[src/rtl/sfp_slf2std.sv]
// ---------------------------------------------------------------------------
// sfp_slf2std
//   Converts a 26-bit "self" floating format word into an IEEE754 single.
//   Input word: [25] sign, [24:17] biased exponent e, [16:0] fraction.
//   The sign and fraction together form an 18-bit two's complement value S,
//   so the encoded value is S / 2^16 * 2^(max(e,1)-127).
//
//   Three-stage pipeline with a valid/ready handshake on both sides:
//     S1: capture input, magnitude M = |S|, effective exponent, zero flag
//     S2: leading-one position p, result exponent E = max(e,1) + p - 16
//     S3: normalise / denormalise by shifting, truncate, pack
//   Each stage loads when its successor is empty or advancing, so bubbles
//   collapse while the output is stalled.
//
//   Build option: define SFP_SLF2STD_SAT_EN to saturate overflows to the
//   largest finite magnitude; otherwise overflows produce infinity.
//
// Ports
//   i_clk  : clock, all state updates on the rising edge
//   i_rst  : synchronous active-high reset
//   i_req  : upstream presents a valid word on i_dat
//   i_dat  : 26-bit input word (self format)
//   o_rdy  : block accepts i_dat this cycle (i_req && o_rdy = accept)
//   o_vld  : o_dat holds a converted result
//   o_dat  : 32-bit IEEE754 single result
//   i_rdy  : downstream consumes o_dat this cycle (o_vld && i_rdy = leave)
// ---------------------------------------------------------------------------
module sfp_slf2std (
  input  logic        i_clk,
  input  logic        i_rst,
  input  logic        i_req,
  input  logic [25:0] i_dat,
  output logic        o_rdy,
  output logic        o_vld,
  output logic [31:0] o_dat,
  input  logic        i_rdy
);

  // Magnitude field used when the exponent overflows.
`ifdef SFP_SLF2STD_SAT_EN
  localparam logic [30:0] OVF_MAG = 31'h7F7FFFFF;
`else
  localparam logic [30:0] OVF_MAG = 31'h7F800000;
`endif

  // -------------------------------------------------------------------------
  // Handshake / stage enables
  // -------------------------------------------------------------------------
  logic [3:1] r_vld_pipe;
  logic       w_en1;
  logic       w_en2;
  logic       w_en3;

  // A stage may load when it is empty or its contents move on this cycle.
  assign w_en3 = !r_vld_pipe[3] || i_rdy;
  assign w_en2 = !r_vld_pipe[2] || w_en3;
  assign w_en1 = !r_vld_pipe[1] || w_en2;

  // Low only when every stage is full and the output is stalled; also held
  // low while reset is asserted.
  assign o_rdy = w_en1 && !i_rst;
  assign o_vld = r_vld_pipe[3];

  always_ff @(posedge i_clk) begin
    if (i_rst) begin
      r_vld_pipe <= '0;
    end else begin
      if (w_en1) r_vld_pipe[1] <= i_req;
      if (w_en2) r_vld_pipe[2] <= r_vld_pipe[1];
      if (w_en3) r_vld_pipe[3] <= r_vld_pipe[2];
    end
  end

  // -------------------------------------------------------------------------
  // Stage 1: capture, magnitude, effective exponent, zero detect
  // -------------------------------------------------------------------------
  logic [17:0] w_s;
  logic [17:0] w_m;
  logic [7:0]  w_eeff;
  logic        w_zero;

  assign w_s    = {i_dat[25], i_dat[16:0]};
  // -2^17 negates to itself, which read unsigned is exactly 2^17.
  assign w_m    = i_dat[25] ? (~w_s + 18'd1) : w_s;
  // e = 0 is the denormal encoding and scales like e = 1.
  assign w_eeff = (i_dat[24:17] == 8'd0) ? 8'd1 : i_dat[24:17];
  // e = 0 with an empty fraction is a signed zero even when sign = 1.
  assign w_zero = (w_m == 18'd0) ||
                  ((i_dat[24:17] == 8'd0) && (i_dat[16:0] == 17'd0));

  logic        r_s1_sign;
  logic [7:0]  r_s1_eeff;
  logic [17:0] r_s1_m;
  logic        r_s1_zero;

  always_ff @(posedge i_clk) begin
    if (w_en1 && i_req) begin
      r_s1_sign <= i_dat[25];
      r_s1_eeff <= w_eeff;
      r_s1_m    <= w_m;
      r_s1_zero <= w_zero;
    end
  end

  // -------------------------------------------------------------------------
  // Stage 2: leading-one detect, result exponent
  // -------------------------------------------------------------------------
  logic [4:0] w_p;
  logic [9:0] w_e;

  // Highest set bit wins; M = 0 leaves p = 0 but is flagged zero anyway.
  always_comb begin
    w_p = 5'd0;
    for (int i = 0; i < 18; i++) begin
      if (r_s1_m[i]) w_p = 5'(i);
    end
  end

  // 10-bit two's complement: range is -15 .. 256.
  assign w_e = {2'b00, r_s1_eeff} + {5'b00000, w_p} - 10'd16;

  logic        r_s2_sign;
  logic [17:0] r_s2_m;
  logic [4:0]  r_s2_p;
  logic [9:0]  r_s2_e;
  logic        r_s2_zero;

  always_ff @(posedge i_clk) begin
    if (w_en2 && r_vld_pipe[1]) begin
      r_s2_sign <= r_s1_sign;
      r_s2_m    <= r_s1_m;
      r_s2_p    <= w_p;
      r_s2_e    <= w_e;
      r_s2_zero <= r_s1_zero;
    end
  end

  // -------------------------------------------------------------------------
  // Stage 3: normalise, denormalise, pack
  // -------------------------------------------------------------------------
  logic [23:0] w_sig;
  logic [9:0]  w_sh;
  logic [22:0] w_sub;
  logic [31:0] w_pack;

  // Leading one moved to bit 23; p <= 17 so the left shift is at least 6
  // and nothing falls off the top.
  assign w_sig = {6'b000000, r_s2_m} << (5'd23 - r_s2_p);

  // Denormal right shift (1 - E); only meaningful when E <= 0.
  assign w_sh  = 10'd1 - r_s2_e;

  always_comb begin
    w_sub = '0;
    if (w_sh < 10'd24) w_sub = 23'(w_sig >> w_sh[4:0]);
  end

  always_comb begin
    w_pack = {r_s2_sign, 31'd0};
    if (r_s2_zero)
      w_pack = {r_s2_sign, 31'd0};
    else if ($signed(r_s2_e) >= 10'sd255)
      w_pack = {r_s2_sign, OVF_MAG};
    else if ($signed(r_s2_e) >= 10'sd1)
      w_pack = {r_s2_sign, r_s2_e[7:0], w_sig[22:0]};
    else
      w_pack = {r_s2_sign, 8'd0, w_sub};
  end

  // Output register only changes when a new result moves in, so it stays
  // put while the downstream stalls.
  logic [31:0] r_out;

  always_ff @(posedge i_clk) begin
    if (i_rst) begin
      r_out <= '0;
    end else if (w_en3 && r_vld_pipe[2]) begin
      r_out <= w_pack;
    end
  end

  assign o_dat = r_out;

endmodule
[config.mk]
export PLATFORM = sky130hd
export DESIGN_NAME = sfp_slf2std
export DESIGN_NICKNAME = d
export VERILOG_FILES = /design/src/rtl/sfp_slf2std.sv
export SDC_FILE = /design/constraint.sdc
export NUM_CORES = 1
export LEC_CHECK = 0
export BUFFER_PORTS_ARGS = -buffer_cell sky130_fd_sc_hd__buf_2
export CAP_MARGIN = 10
export CORE_MARGIN = 3
export CORE_UTILIZATION = 53
export CTS_CLUSTER_DIAMETER = 60
export DETAILED_ROUTE_END_ITERATION = 10
export PLACE_DENSITY = 0.7
export SYNTH_ARGS = -nofsm -noshare
export SYNTH_HDL_FRONTEND = slang
export SYNTH_SLANG_ARGS = --single-unit
[constraint.sdc]
create_clock -name i_clk -period 8.3 [get_ports i_clk]
set_clock_uncertainty 0.1 [all_clocks]
set_input_delay 0.83 -clock i_clk [delete_from_list [all_inputs] [get_ports i_clk]]
set_output_delay 0.83 -clock i_clk [all_outputs]
set_load 0.02 [all_outputs]
**Word-level counts from Yosys, hierarchy flattened**

Index checks and enable logic that the tools add are counted.

- Logic and storage cells: 62
- Output and inout bits: 34
- Bits of input ports: 30
- Bits in registers: 98

- Shift operators: 2
- Multiplexer cells: 22
- Bitwise gates (word level): 1
- Reductions and logical operators: 16
- $lt $le $gt $ge: 3
- Add/subtract/negate cells: 5

Operator list:

| operator | number |
|---|---|
| $mux 31 | 3 |
| $mux 5 | 16 |
| $shl 18x5->24 | 1 |
| $shr 24x5->23 | 1 |
| $mux 23 | 1 |
| $add 18x1->18 const B | 1 |
| $logic_not 18->1 | 1 |
| $mux 18 | 1 |
| $not 18->18 | 1 |
| $logic_not 17->1 | 1 |
| $ge 10x2->1 const B | 1 |
| $ge 10x9->1 const B | 1 |
| $lt 10x5->1 const B | 1 |
| $sub 1x10->10 const A | 1 |
| $sub 9x5->10 const B | 1 |
| $add 8x5->9 | 1 |
| $logic_not 8->1 | 1 |
| $logic_and 1x1->1 | 5 |
| $sub 5x5->5 const A | 1 |
| $logic_not 1->1 | 4 |
| $logic_or 1x1->1 | 4 |
| $mux 1 | 1 |

**Logic depth before layout (Yosys ltp)**

Gate-level depths: netlist (run 1).

- Word-level depth: 19
- Depth in mapped cells: 18
- Depth with buffers taken out: 18

**Least setup slack after synthesis (run 1)**

Ideal clock, no wire load.

- Kind: input to register
- From: input i_rdy
- To: register r_s2_e[0] (enable)
- Cell stages on the path: 2
- Arrival: 3.501 ns
- Library setup time: 0.481 ns
- Path slack: 4.218 ns
- Buffers on the path: 0
- Required time: 7.719 ns
- Cells stage by stage: nor2b_1 a21boi_0

- Longest elaborated chain between the ends: 3

Ends and longest elaborated chain:

| element | RTL line | text |
|---|---|---|
| start, declared | 36 | `input logic i_rdy` |
| $logic_or 1x1->1 | 55 | `assign w_en3 = !r_vld_pipe[3] \|\| i_rdy;` |
| $logic_or 1x1->1 | 56 | `assign w_en2 = !r_vld_pipe[2] \|\| w_en3;` |
| $logic_and 1x1->1 | 129 | `if (w_en2 && r_vld_pipe[1]) begin` |
| end signal, assigned | 133 | `r_s2_e <= w_e;` |
| end, declared | 125 | `logic [9:0] r_s2_e;` |

Every way passes these cells.
A chain may end at the register's enable or synchronous reset.

**Worst setup path after layout (run 1)**

- From: register r_s2_e[1]
- To: register r_out[18] (netlist: o_dat[18])

- Longest elaborated chain between the ends: 6
- Elaborated cells between the ends (all ways): 9
- Those cells by class: add/sub: 1; order compare: 3; shift: 1; mux: 4

Ends and longest elaborated chain:

| element | RTL line | text |
|---|---|---|
| $sub 1x10->10 | 151 | `assign w_sh = 10'd1 - r_s2_e;` |
| $lt 10x5->1 / $shr 24x5->23 (equally long branches) | 155 | `if (w_sh < 10'd24) w_sub = 23'(w_sig >> w_sh[4:0]);` |
| $mux 23 | 155 |  |
| $mux 31 | 164 | `else if ($signed(r_s2_e) >= 10'sd1)` |
| $mux 31 (*) | 162 | `else if ($signed(r_s2_e) >= 10'sd255)` |
| $mux 31 (*) | 160 | `if (r_s2_zero)` |
| end signal, assigned | 178 | `r_out <= w_pack;` |
| end, declared | 172 | `logic [31:0] r_out;` |

Mark *: on every way between the ends. The rest lies on a longest branch, timed or not.

==> metrics.md, run 1 <==
| Metric | Value |
|---|---|
| First-pass GRT wire length | 31.91 mm |
| Startpoint types | flop |
| MaxCap Viol Count | 0 |
| Critical path endpoint category | flop |
| Pre-CTS setup slack | 4.292 ns |
| Drt total wl | 19.93 mm |
| Status | finished clean |
| CTS tree | done |
| Slew Viols, Final | 0 |
| Avg Cell Area, Syn | 9.543 µm² |
| Register area share after synthesis | 35.89% |
| Routed wire per std cell | 20.81 µm |
| Gr usage total | 26.91% |
| Largest net degree at the start of global routing | 45 |
| CTS resizes | 0 |
| Worst Path Required | 8.48 ns |
| DR DRC count | 0 |
| Drt initial violations | 512 |
| WP buf/inv | 2 |
| Top cells by area, synth | edfxtp_1, dfxtp_1, mux2i_1 |
| IO Port Bufs | 63 |
| Drt first pass iters | 5 |
| Gate Count Post-Synth | 757 |
| Post-synth net total | 805 |
| Period utilization | 48.09% |
| Synthesis warning total | 0 |
| Slew at the pin closest to its max-slew limit | 1.061 ns |
| Hold-fix buffers, CTS | 0 |
| H-tree levels | 3 |
| Async SR Flop Fraction | 0% |
| Root Driver | clkbuf_16 |
| Post-synth EDFFs | 63 |
| Die area | 0.01507 mm² |
| CP arrival | 4.17 ns |
| Worst skew pair latency | 0.36 ns |
| Final Hold Vio Count | 0 |
| Initial Util | 54.34% |
| Detail Route Antenna Nets | 0 |
| Total power per unit cell area | 171.4 mW/mm² |
| Final worst slack | 4.309 ns |
| Clk sinks | 98 |
| Setup-failing EPs final | 0 |
| Antenna Cells | 0 |
| Crit Path Max Fanout | 37 |
| CTS max path bufs | 2 |
| Setup Buffers After CTS | 0 |
| CP max-delay cell | nor4_1 |
| Die Ht | 122.8 µm |
| CP top delay family | simple AND/OR/NAND/NOR gates |
| Seq cells post-synth | 98 |
| Clock-pin transition on the worst setup and hold timing paths | 0.07 ns |
| Share of layout cells above drive strength 1 | 17.14% |
| Largest area contributor in the netlist | edfxtp_1 |
| Crit path largest cell delay | 0.65 ns |
| Number of top-level pins | 64 |
| Grt ovf | 0 |
| Count leader, synth | edfxtp_1 |
| Commonest cells post-synth | edfxtp_1, nor2_1, nand2_1 |
| Synthesized area | 0.007224 mm² |
| DP HPWL | 14.78 mm |
| RSZ-0062 raised after global routing | false |
| Peak Freq | 250.5 MHz |
| Antenna violations before repair | 0 |
| Nets@finish | 825 |
| Hold WC Path Type | reg2reg |
| Worst-path cell chain | buf_4 -> inv_1 -> ha_1 -> nor4b_1 -> o21ai_0 -> o21ai_0 -> nand3_1 -> nor4_1 -> nand3_1 -> a21oi_1 |
| Drt via density | 6.701 |
| Crit path time final | 3.991 ns |
| Synth unique cells | 88 |
| Std cell rows | 42 |
| Vias in the first global route | 6195 |
| Via Count | 6420 |
| Slew margin rel. | 29.11% |
| Final GP Congestion | 0.9577 |
| Die Wd | 122.8 µm |
| Core footprint | 0.01330 mm² |
| Critical path class | reg2reg |
| Setup TNS | 0 ns |
| Worst vdd ir | 0.1060 mV |
| Ys flop type | edfxtp_1 |
| Yosys top cell area share | 26.19% |
| CTS Buf Count | 9 |
| Lkg Pwr | 2.848 nW |
| Area growth syn-to-layout | 8.486% |
[where the power goes]
part	switching (mW)	internal, mW
clock network	0.199	0.206
logic	0.223	0.130
registers	0.0312	0.555
total	0.452	0.891
[state kept, by name, summed over array words and instances (netlist names)]
signal / flops
o_dat: 32
r_s1_eeff: 8
r_s1_m: 18
r_s1_sign: 1
r_s1_zero: 1
r_s2_e: 10
r_s2_m: 18
r_s2_p: 5
r_s2_sign: 1
r_s2_zero: 1
r_vld_pipe: 3
[routing by layer]
metal	global-route usage [%]	vias to the layer above	part of all wire (%)
met5	0	-	0
met4	11.62	0	3.8
met1	35.01	3031	41
met3	5.207	66	8.0
met2	43.76	329	47
li1	-	2994	-
[logic make-up (layout without fill, tap and decap cells)]
family                   Yosys count  count (layout)  share of synthesized area [%]
multiplexers                      61              61                          12.44
buffers and inverters             92             117                          5.594
XOR/XNOR                          24              24                          2.910
AND/OR/NAND/NOR                  228             228                          16.33
adder cells (fa/ha/maj)           18              18                          3.221
flip-flops                        98              98                          35.88
AO/OA/AOI/OAI                    236             236                          23.62
[cell type report]
cell class              instances  area [µm²]
inverters                      27       101.3
well taps                     176       220.2
fillers                      1167        5458
clock inverters                 7       52.55
clock buffers                   9       225.2
flip-flops and latches         98        2592
repair buffers                 74       397.9
multi-input cells             567        4248
[cells in the final DEF, fill, tap and decap left out, types with 11 or more instances in the layout]
master	synthesis	routed
a21oi_1	41	41
a22oi_1	21	21
buf_2	8	63
buf_4	2	11
dfxtp_1	35	35
edfxtp_1	63	63
ha_1	17	17
inv_1	25	25
mux2_2	11	11
mux2i_1	29	29
mux4_2	12	12
nand2_1	49	49
nand2b_1	11	11
nand3_1	22	22
nor2_1	51	51
nor3_1	25	25
nor4_1	11	11
o211ai_1	11	11
o21ai_0	36	36
o22ai_1	12	12
xnor2_1	20	20
[worst paths after layout]
kind | depth (start not counted) | slack [ns] | start | to
worst max-delay path | 10 | 4.31 | r_s2_e[1] | o_dat[18]
worst min-delay path | 0 | 0.34 | r_s1_sign | r_s2_sign
worst max register to register | 10 | 4.31 | r_s2_e[1] | o_dat[18]
worst min register to register | 0 | 0.34 | r_s1_sign | r_s2_sign
[stage by stage]
stage	utilization, %	hold WS (ns)	cell area, µm²	std cells	power [mW]
3_3_place_gp	56.86	0.3097	7560	942	0.9348
3_5_place_dp	56.86	0.3131	7560	942	0.9410
5_1_grt	58.95	0.3664	7838	958	1.397
6_report	58.95	0.3360	7838	958	1.343
4_1_cts	58.95	0.3335	7838	958	1.337
2_1_floorplan	-	0.3003	7224	757	0.8481
Power figures use the tool's default switching activity.
==> inputs of run 2 (changes only) <==
Settings changed: ABC_AREA set to 1, PLACE_DENSITY 0.7 to 0.73.
Clock period 8.3 ns to 3.6 ns, I/O delays scaled along.
==> run 2 against run 1 <==
Net effect: fmax rose by 25%; synthesized cell count grew 31%; non-clock buffer count rose by 2; critical endpoint is now r_s2_e[7]; largest cell class unchanged; highest routed layer unchanged.
==> metrics.md, run 2 <==
| Metric | Value |
|---|---|
| Final core occ | 61.09% (was 58.95%) |
| Antenna Cells | 0 (unchanged) |
| RSZ-0062 raised after global routing | false (unchanged) |
| Seq cells post-synth | 98 (unchanged) |
| Ys flop type | edfxtp_1 (unchanged) |
| Largest net degree at the start of global routing | 37 (was 45) |
| Setup Buffers After CTS | 0 (unchanged) |
| Met3 global-route usage | 4.477% (was 5.207%) |
| Max reg flops | 32 (unchanged) |
| Initial Util | 55.68% (was 54.34%) |
| CTS resizes | 0 (unchanged) |
| Area growth syn-to-layout | 9.710% (was 8.486%) |
| Peak Freq | 314.4 MHz (was 250.5 MHz) |
| CP top delay family | compound AO/OA/AOI/OAI gates (was simple AND/OR/NAND/NOR gates) |
| GRT met1 Usage | 31.86% (was 35.01%) |
| Die Ht | 119.7 µm (was 122.8 µm) |
| Post-synthesis simple-gate area fraction | 38.71% (was 16.33%) |
| Synthesized area | 0.006855 mm² (was 0.007224 mm²) |
| CTS Buf Count | 9 (unchanged) |
| Number of top-level pins | 64 (unchanged) |
| Multiplexer share of the synthesized area | 0% (was 12.44%) |
| Pre-CTS setup slack | 0.4329 ns (was 4.292 ns) |
| Die Wd | 119.7 µm (was 122.8 µm) |
| Root Driver | clkbuf_16 (unchanged) |
| Period utilization | 88.35% (was 48.09%) |
| Critical path endpoint category | flop (unchanged) |
| DR DRC count | 0 (unchanged) |
| Routed wire per std cell | 14.09 µm (was 20.81 µm) |
| Crit Path Max Fanout | 3 (was 37) |
| Largest area contributor in the netlist | edfxtp_1 (unchanged) |
| Startpoint types | flop (unchanged) |
| Worst Path Required | 3.60 ns (was 8.48 ns) |
| Antenna violations before repair | 0 (unchanged) |
| Via Count | 6752 (was 6420) |
| Slew Viols, Final | 0 (unchanged) |
| Top Usage Layer GRT | met2 (unchanged) |
| Post-synthesis compound-gate area fraction | 9.053% (was 23.62%) |
| Most frequent CP cell | a21oi_1 |
| Synthesis warning total | 0 (unchanged) |
| Register area share after synthesis | 37.82% (was 35.89%) |
| Post-Synth XOR/XNOR Area | 2.792% (was 2.910%) |
| Nets@finish | 1076 (was 825) |
| Worst skew pair latency | 0.35 ns (was 0.36 ns) |
| CTS tree | done (unchanged) |
| Critical path class | reg2reg (unchanged) |
| Post-synth EDFFs | 63 (unchanged) |
| Grt ovf | 0 (unchanged) |
| Synth unique cells | 43 (was 88) |
| Drt initial violations | 625 (was 512) |
| Total power per unit cell area | 379.7 mW/mm² (was 171.4 mW/mm²) |
| Core footprint | 0.01231 mm² (was 0.01330 mm²) |
| Drt first pass iters | 5 (unchanged) |
| Most common cell after layout, fill and taps aside | nand2_1 |
| Count leader, synth | nand2_1 (was edfxtp_1) |
| Async SR Flop Fraction | 0% (unchanged) |
| IO Port Bufs | 63 (unchanged) |
| Die area | 0.01434 mm² (was 0.01507 mm²) |
| Vias in the first global route | 6281 (was 6195) |
| Detail Route Antenna Nets | 0 (unchanged) |
| Post-synth net total | 1041 (was 805) |
| Status | finished clean (unchanged) |
| Hold WC Path Type | in2reg (was reg2reg) |
| Final Hold Vio Count | 0 (unchanged) |
| Gate Count Post-Synth | 993 (was 757) |
| Share of layout cells above drive strength 1 | 11.62% (was 17.14%) |
| Met2 usage | 39.23% (was 43.76%) |
| Clk sinks | 98 (unchanged) |
| Final GP Congestion | 0.9872 (was 0.9577) |
| Lkg Pwr | 3.443 nW (was 2.848 nW) |
| First-pass GRT wire length | 28.70 mm (was 31.91 mm) |
| Final worst slack | 0.4194 ns (was 4.309 ns) |
| Setup TNS | 0 ns (unchanged) |
| Adder-Cell Fraction of Synth Area | 3.395% (was 3.221%) |
| DP HPWL | 13.15 mm (was 14.78 mm) |
| Std cell rows | 40 (was 42) |
| WP buf/inv | 0 (was 2) |
| Gr usage total | 24.47% (was 26.91%) |
| CP max-delay cell | edfxtp_1 (was nor4_1) |
| Slew at the pin closest to its max-slew limit | 0.9560 ns (was 1.061 ns) |
| CP arrival | 3.18 ns (was 4.17 ns) |
| Crit path largest cell delay | 0.40 ns (was 0.65 ns) |
| Crit path time final | 3.181 ns (was 3.991 ns) |
| Drt total wl | 16.92 mm (was 19.93 mm) |
| Yosys top cell area share | 27.60% (was 26.19%) |
| Top cells by area, synth | edfxtp_1, nand2_1, nand3_1 (was edfxtp_1, dfxtp_1, mux2i_1) |
| CTS max path bufs | 2 (unchanged) |
| MaxCap Viol Count | 0 (unchanged) |
| Drt via density | 5.622 (was 6.701) |
| Leading cell types in the layout, fill and taps excluded | nand2_1, nand3_1, inv_1 (was buf_2, edfxtp_1, nor2_1) |
| Setup-failing EPs final | 0 (unchanged) |
| Worst-path cell chain | o21bai_1 -> a21oi_1 -> nor2_1 -> o21ai_0 -> a21oi_1 -> o21ai_0 -> nand2_1 -> a21oi_1 -> o21bai_1 -> ha_1 -> ha_1 -> fa_1 -> nand3_1 -> nand2_1 -> a21oi_1 -> o21bai_1 -> xnor2_1 (was buf_4 -> inv_1 -> ha_1 -> nor4b_1 -> o21ai_0 -> o21ai_0 -> nand3_1 -> nor4_1 -> nand3_1 -> a21oi_1) |
| Commonest cells post-synth | nand2_1, nand3_1, inv_1 (was edfxtp_1, nor2_1, nand2_1) |
| Avg Cell Area, Syn | 6.904 µm² (was 9.543 µm²) |
| Hold-fix buffers, CTS | 0 (unchanged) |
| Main combinational cell family by area after synthesis | simple AND/OR/NAND/NOR gates (was compound AO/OA/AOI/OAI gates) |
| Slew margin rel. | 36.20% (was 29.11%) |
| Clock-pin transition on the worst setup and hold timing paths | 0.06 ns (was 0.07 ns) |
| H-tree levels | 3 (unchanged) |
| Worst vdd ir | 0.2636 mV (was 0.1060 mV) |
==> run 2: changes by cell type in the layout (fill, tap and decap cells not counted), sizes merged, moves of 31 or more <==
cell   delta
inv      +58
mux2i    -31
nand2   +255
nand3   +190
==> run 2: per-layer routing <==
layer	share of wire [%]	vias up
met5	0	-
met4	4.3	0
met3	6.1	52
met2	46	252
met1	44	3028
li1	-	3420
==> run 2: cell families (layout without fill, tap and decap cells) <==
family          after synthesis  after routing
compound gates              111            111
flops                        98             98
fa+ha+maj                    18             18
buf+inv                     138            178
xor+xnor                     21             21
simple gates                607            607
==> run 2: report_power, final <==
| part | switching, mW | internal, mW | leakage (nW) |
|---|---|---|---|
| Clock | 0.403 | 0.488 | 0.143 |
| Sequential | 0.0340 | 1.26 | 0.889 |
| Combinational | 0.457 | 0.209 | 2.41 |
==> run 2: worst paths after layout <==
| check | from | end | slack (ns) | cells past startpoint |
|---|---|---|---|---|
| worst max-delay path | r_s1_m[3] | r_s2_e[7] | 0.42 | 17 |
| worst min-delay path | i_dat[21] | r_s1_eeff[4] | 0.1 | 1 |
| worst max register to register | r_s1_m[3] | r_s2_e[7] | 0.42 | 17 |
| worst min register to register | r_s1_sign | r_s2_sign | 0.33 | 0 |
==> run 2: layout make-up <==
| type | instances | area [µm²] |
|---|---|---|
| clock buffer | 10 | 239.0 |
| clock inverter | 6 | 38.79 |
| fill | 1182 | 4791 |
| inverter | 86 | 329.1 |
| multi-input combinational | 757 | 3699 |
| sequential | 98 | 2592 |
| tap | 168 | 210.2 |
| timing repair buffer | 76 | 412.9 |
==> run 2: metrics by stage <==
| step | total power, mW | instances | hold WS [ns] | area (µm²) |
|---|---|---|---|---|
| after floorplan | 1.812 | 993 | 0.3003 | 6855 |
| after global placement | 1.972 | 1185 | 0.3086 | 7243 |
| after detailed placement | 1.975 | 1185 | 0.3172 | 7243 |
| after CTS | 2.863 | 1201 | 0.08816 | 7521 |
| after global routing | 3.015 | 1201 | 0.09175 | 7521 |
| final | 2.856 | 1201 | 0.09864 | 7521 |
==> inputs of run 3 (changes only) <==
Settings changed: CELL_PAD_IN_SITES_DETAIL_PLACEMENT set to 2, CELL_PAD_IN_SITES_GLOBAL_PLACEMENT set to 2, CORE_UTILIZATION 53 to 31, PLACE_DENSITY 0.73 to 0.76.
==> run 3 against run 2 <==
Net effect: non-clock buffer count up 5; wire length up 52%; worst hold slack worse by 0.012 ns; count of clock-buffer cells in the layout did not move; design area increased by 3.1%; sequential power barely moved; power rose by 7.8%.
==> metrics.md, run 3 (synthesis gave the netlist of run 2 again) <==
| Metric | Value |
|---|---|
| Slew Viols, Final | 0 (unchanged) |
| Crit Path Max Fanout | 3 (unchanged) |
| Initial Util | 32.10% (was 55.68%) |
| Worst vdd ir | 0.2200 mV (was 0.2636 mV) |
| Critical path class | reg2reg (unchanged) |
| Critical path endpoint category | flop (unchanged) |
| MaxCap Viol Count | 0 (unchanged) |
| Crit path largest cell delay | 0.43 ns (was 0.40 ns) |
| Nets@finish | 1081 (was 1076) |
| Core footprint | 0.02135 mm² (was 0.01231 mm²) |
| Worst Setup SP | r_s1_m[3] (unchanged) |
| Largest net degree at the start of global routing | 37 (unchanged) |
| Antenna Cells | 0 (unchanged) |
| Hold-fix buffers, CTS | 0 (unchanged) |
| Worst-path cell chain | o21bai_1 -> a21oi_1 -> nor2_1 -> o21ai_1 -> a21oi_1 -> o21ai_1 -> nand2_1 -> a21oi_2 -> o21bai_2 -> ha_1 -> ha_2 -> fa_2 -> nand3_1 -> nand2_1 -> a21oi_1 -> o21bai_1 -> xnor2_1 (was o21bai_1 -> a21oi_1 -> nor2_1 -> o21ai_0 -> a21oi_1 -> o21ai_0 -> nand2_1 -> a21oi_1 -> o21bai_1 -> ha_1 -> ha_1 -> fa_1 -> nand3_1 -> nand2_1 -> a21oi_1 -> o21bai_1 -> xnor2_1) |
| IO Port Bufs | 63 (unchanged) |
| Setup-failing EPs final | 0 (unchanged) |
| Grt ovf | 0 (unchanged) |
| DR DRC count | 0 (unchanged) |
| H-tree levels | 3 (unchanged) |
| CTS tree | done (unchanged) |
| Gr usage total | 21.84% (was 24.47%) |
| Std cell rows | 53 (was 40) |
| Die Wd | 154.7 µm (was 119.7 µm) |
| CP arrival | 3.35 ns (was 3.18 ns) |
| First-pass GRT wire length | 41.52 mm (was 28.70 mm) |
| Number of top-level pins | 64 (unchanged) |
| Max reg flops | 32 (unchanged) |
| Leading cell types in the layout, fill and taps excluded | nand2_1, nand3_1, inv_1 (unchanged) |
| Peak Freq | 300.2 MHz (was 314.4 MHz) |
| Clk sinks | 98 (unchanged) |
| Slew at the pin closest to its max-slew limit | 1.084 ns (was 0.9560 ns) |
| Lkg Pwr | 3.477 nW (was 3.443 nW) |
| Crit path time final | 3.331 ns (was 3.181 ns) |
| Drt via density | 5.359 (was 5.622) |
| Most frequent CP cell | a21oi_1 (unchanged) |
| Antenna violations before repair | 0 (unchanged) |
| Startpoint types | flop (unchanged) |
| Reg2reg start | r_s1_m[3] (unchanged) |
| Total power per unit cell area | 396.9 mW/mm² (was 379.7 mW/mm²) |
| Routed wire per std cell | 19.55 µm (was 14.09 µm) |
| Detail Route Antenna Nets | 0 (unchanged) |
| Clock-pin transition on the worst setup and hold timing paths | 0.08 ns (was 0.06 ns) |
| Worst skew pair latency | 0.36 ns (was 0.35 ns) |
| CP top delay family | compound AO/OA/AOI/OAI gates (unchanged) |
| Drt first pass iters | 4 (was 5) |
| CP max-delay cell | edfxtp_1 (unchanged) |
| Root Driver | clkbuf_16 (unchanged) |
| CTS max path bufs | 2 (unchanged) |
| Period utilization | 92.53% (was 88.35%) |
| DP HPWL | 19.67 mm (was 13.15 mm) |
| Worst Path Required | 3.62 ns (was 3.60 ns) |
| Drt initial violations | 360 (was 625) |
| Setup TNS | 0 ns (unchanged) |
| Final GP Congestion | 0.8712 (was 0.9872) |
| WP buf/inv | 0 (unchanged) |
| Hold wc startpoint | i_dat[22] (was i_dat[21]) |
| CTS Buf Count | 9 (unchanged) |
| Share of layout cells above drive strength 1 | 12.81% (was 11.62%) |
| Final Hold Vio Count | 0 (unchanged) |
| Vias in the first global route | 7580 (was 6281) |
| Die Ht | 154.7 µm (was 119.7 µm) |
| Die area | 0.02393 mm² (was 0.01434 mm²) |
| Area growth syn-to-layout | 13.12% (was 9.710%) |
| Post-layout total power | 3.078 mW (was 2.856 mW) |
| Drt total wl | 25.66 mm (was 16.92 mm) |
| Status | finished clean (unchanged) |
| Slew margin rel. | 27.65% (was 36.20%) |
| Hold WC Path Type | in2reg (unchanged) |
| Via Count | 7037 (was 6752) |
| Most common cell after layout, fill and taps aside | nand2_1 (unchanged) |
[run 3: area by class of cell]
cell class | instances | area, µm²
clock inverter | 6 | 62.56
multi-input combinational | 757 | 3726
tap | 275 | 344.1
clock buffer | 10 | 250.2
sequential | 98 | 2592
timing repair buffer | 81 | 450.4
inverter | 86 | 329.1
fill | 2609 | 13600
[run 3: path summary, 6_finish.rpt]
path	slack [ns]	endpoint	cells past startpoint
worst max-delay path	0.27	r_s2_e[7]	17
worst min-delay path	0.09	r_s1_eeff[5]	1
worst max register to register	0.27	r_s2_e[7]	17
worst min register to register	0.36	r_s2_zero	0
[run 3: timing repair]
| action | in CTS | in global routing |
|---|---|---|
| buffers inserted | 0 | 2 |
| resized for setup | 1 | 9 |
| pin swaps | 0 | 4 |
| endpoints found under the setup margin | 2 | 3 |
[run 3: power breakdown]
| part | internal, mW | switching [mW] |
|---|---|---|
| clock | 0.531 | 0.486 |
| sequential | 1.26 | 0.0383 |
| combinational | 0.222 | 0.535 |
[run 3: metrics by stage]
| stage | worst slack, ns | instance area, µm² | cells | hold slack [ns] | util (%) |
|---|---|---|---|---|---|
| after floorplan | 0.7501 | 6855 | 993 | 0.3003 | - |
| after global placement | 0.4851 | 7400 | 1295 | 0.3187 | 34.65 |
| after detailed placement | 0.1349 | 7400 | 1295 | 0.3422 | 34.65 |
| after CTS | 0.04655 | 7712 | 1311 | 0.07461 | 36.12 |
| after global routing | -0.01412 | 7755 | 1313 | 0.07323 | 36.32 |
| final | 0.2690 | 7755 | 1313 | 0.08688 | 36.32 |
[run 3: layer usage]
| metal | up-vias | global-route usage [%] | part of all wire [%] |
|---|---|---|---|
| li1 | 3420 | - | - |
| met3 | 27 | 2.882 | 2.1 |
| met1 | 3502 | 27.74 | 45 |
| met4 | 0 | 5.425 | 1.8 |
| met5 | - | 0 | 0 |
| met2 | 88 | 39.18 | 51 |
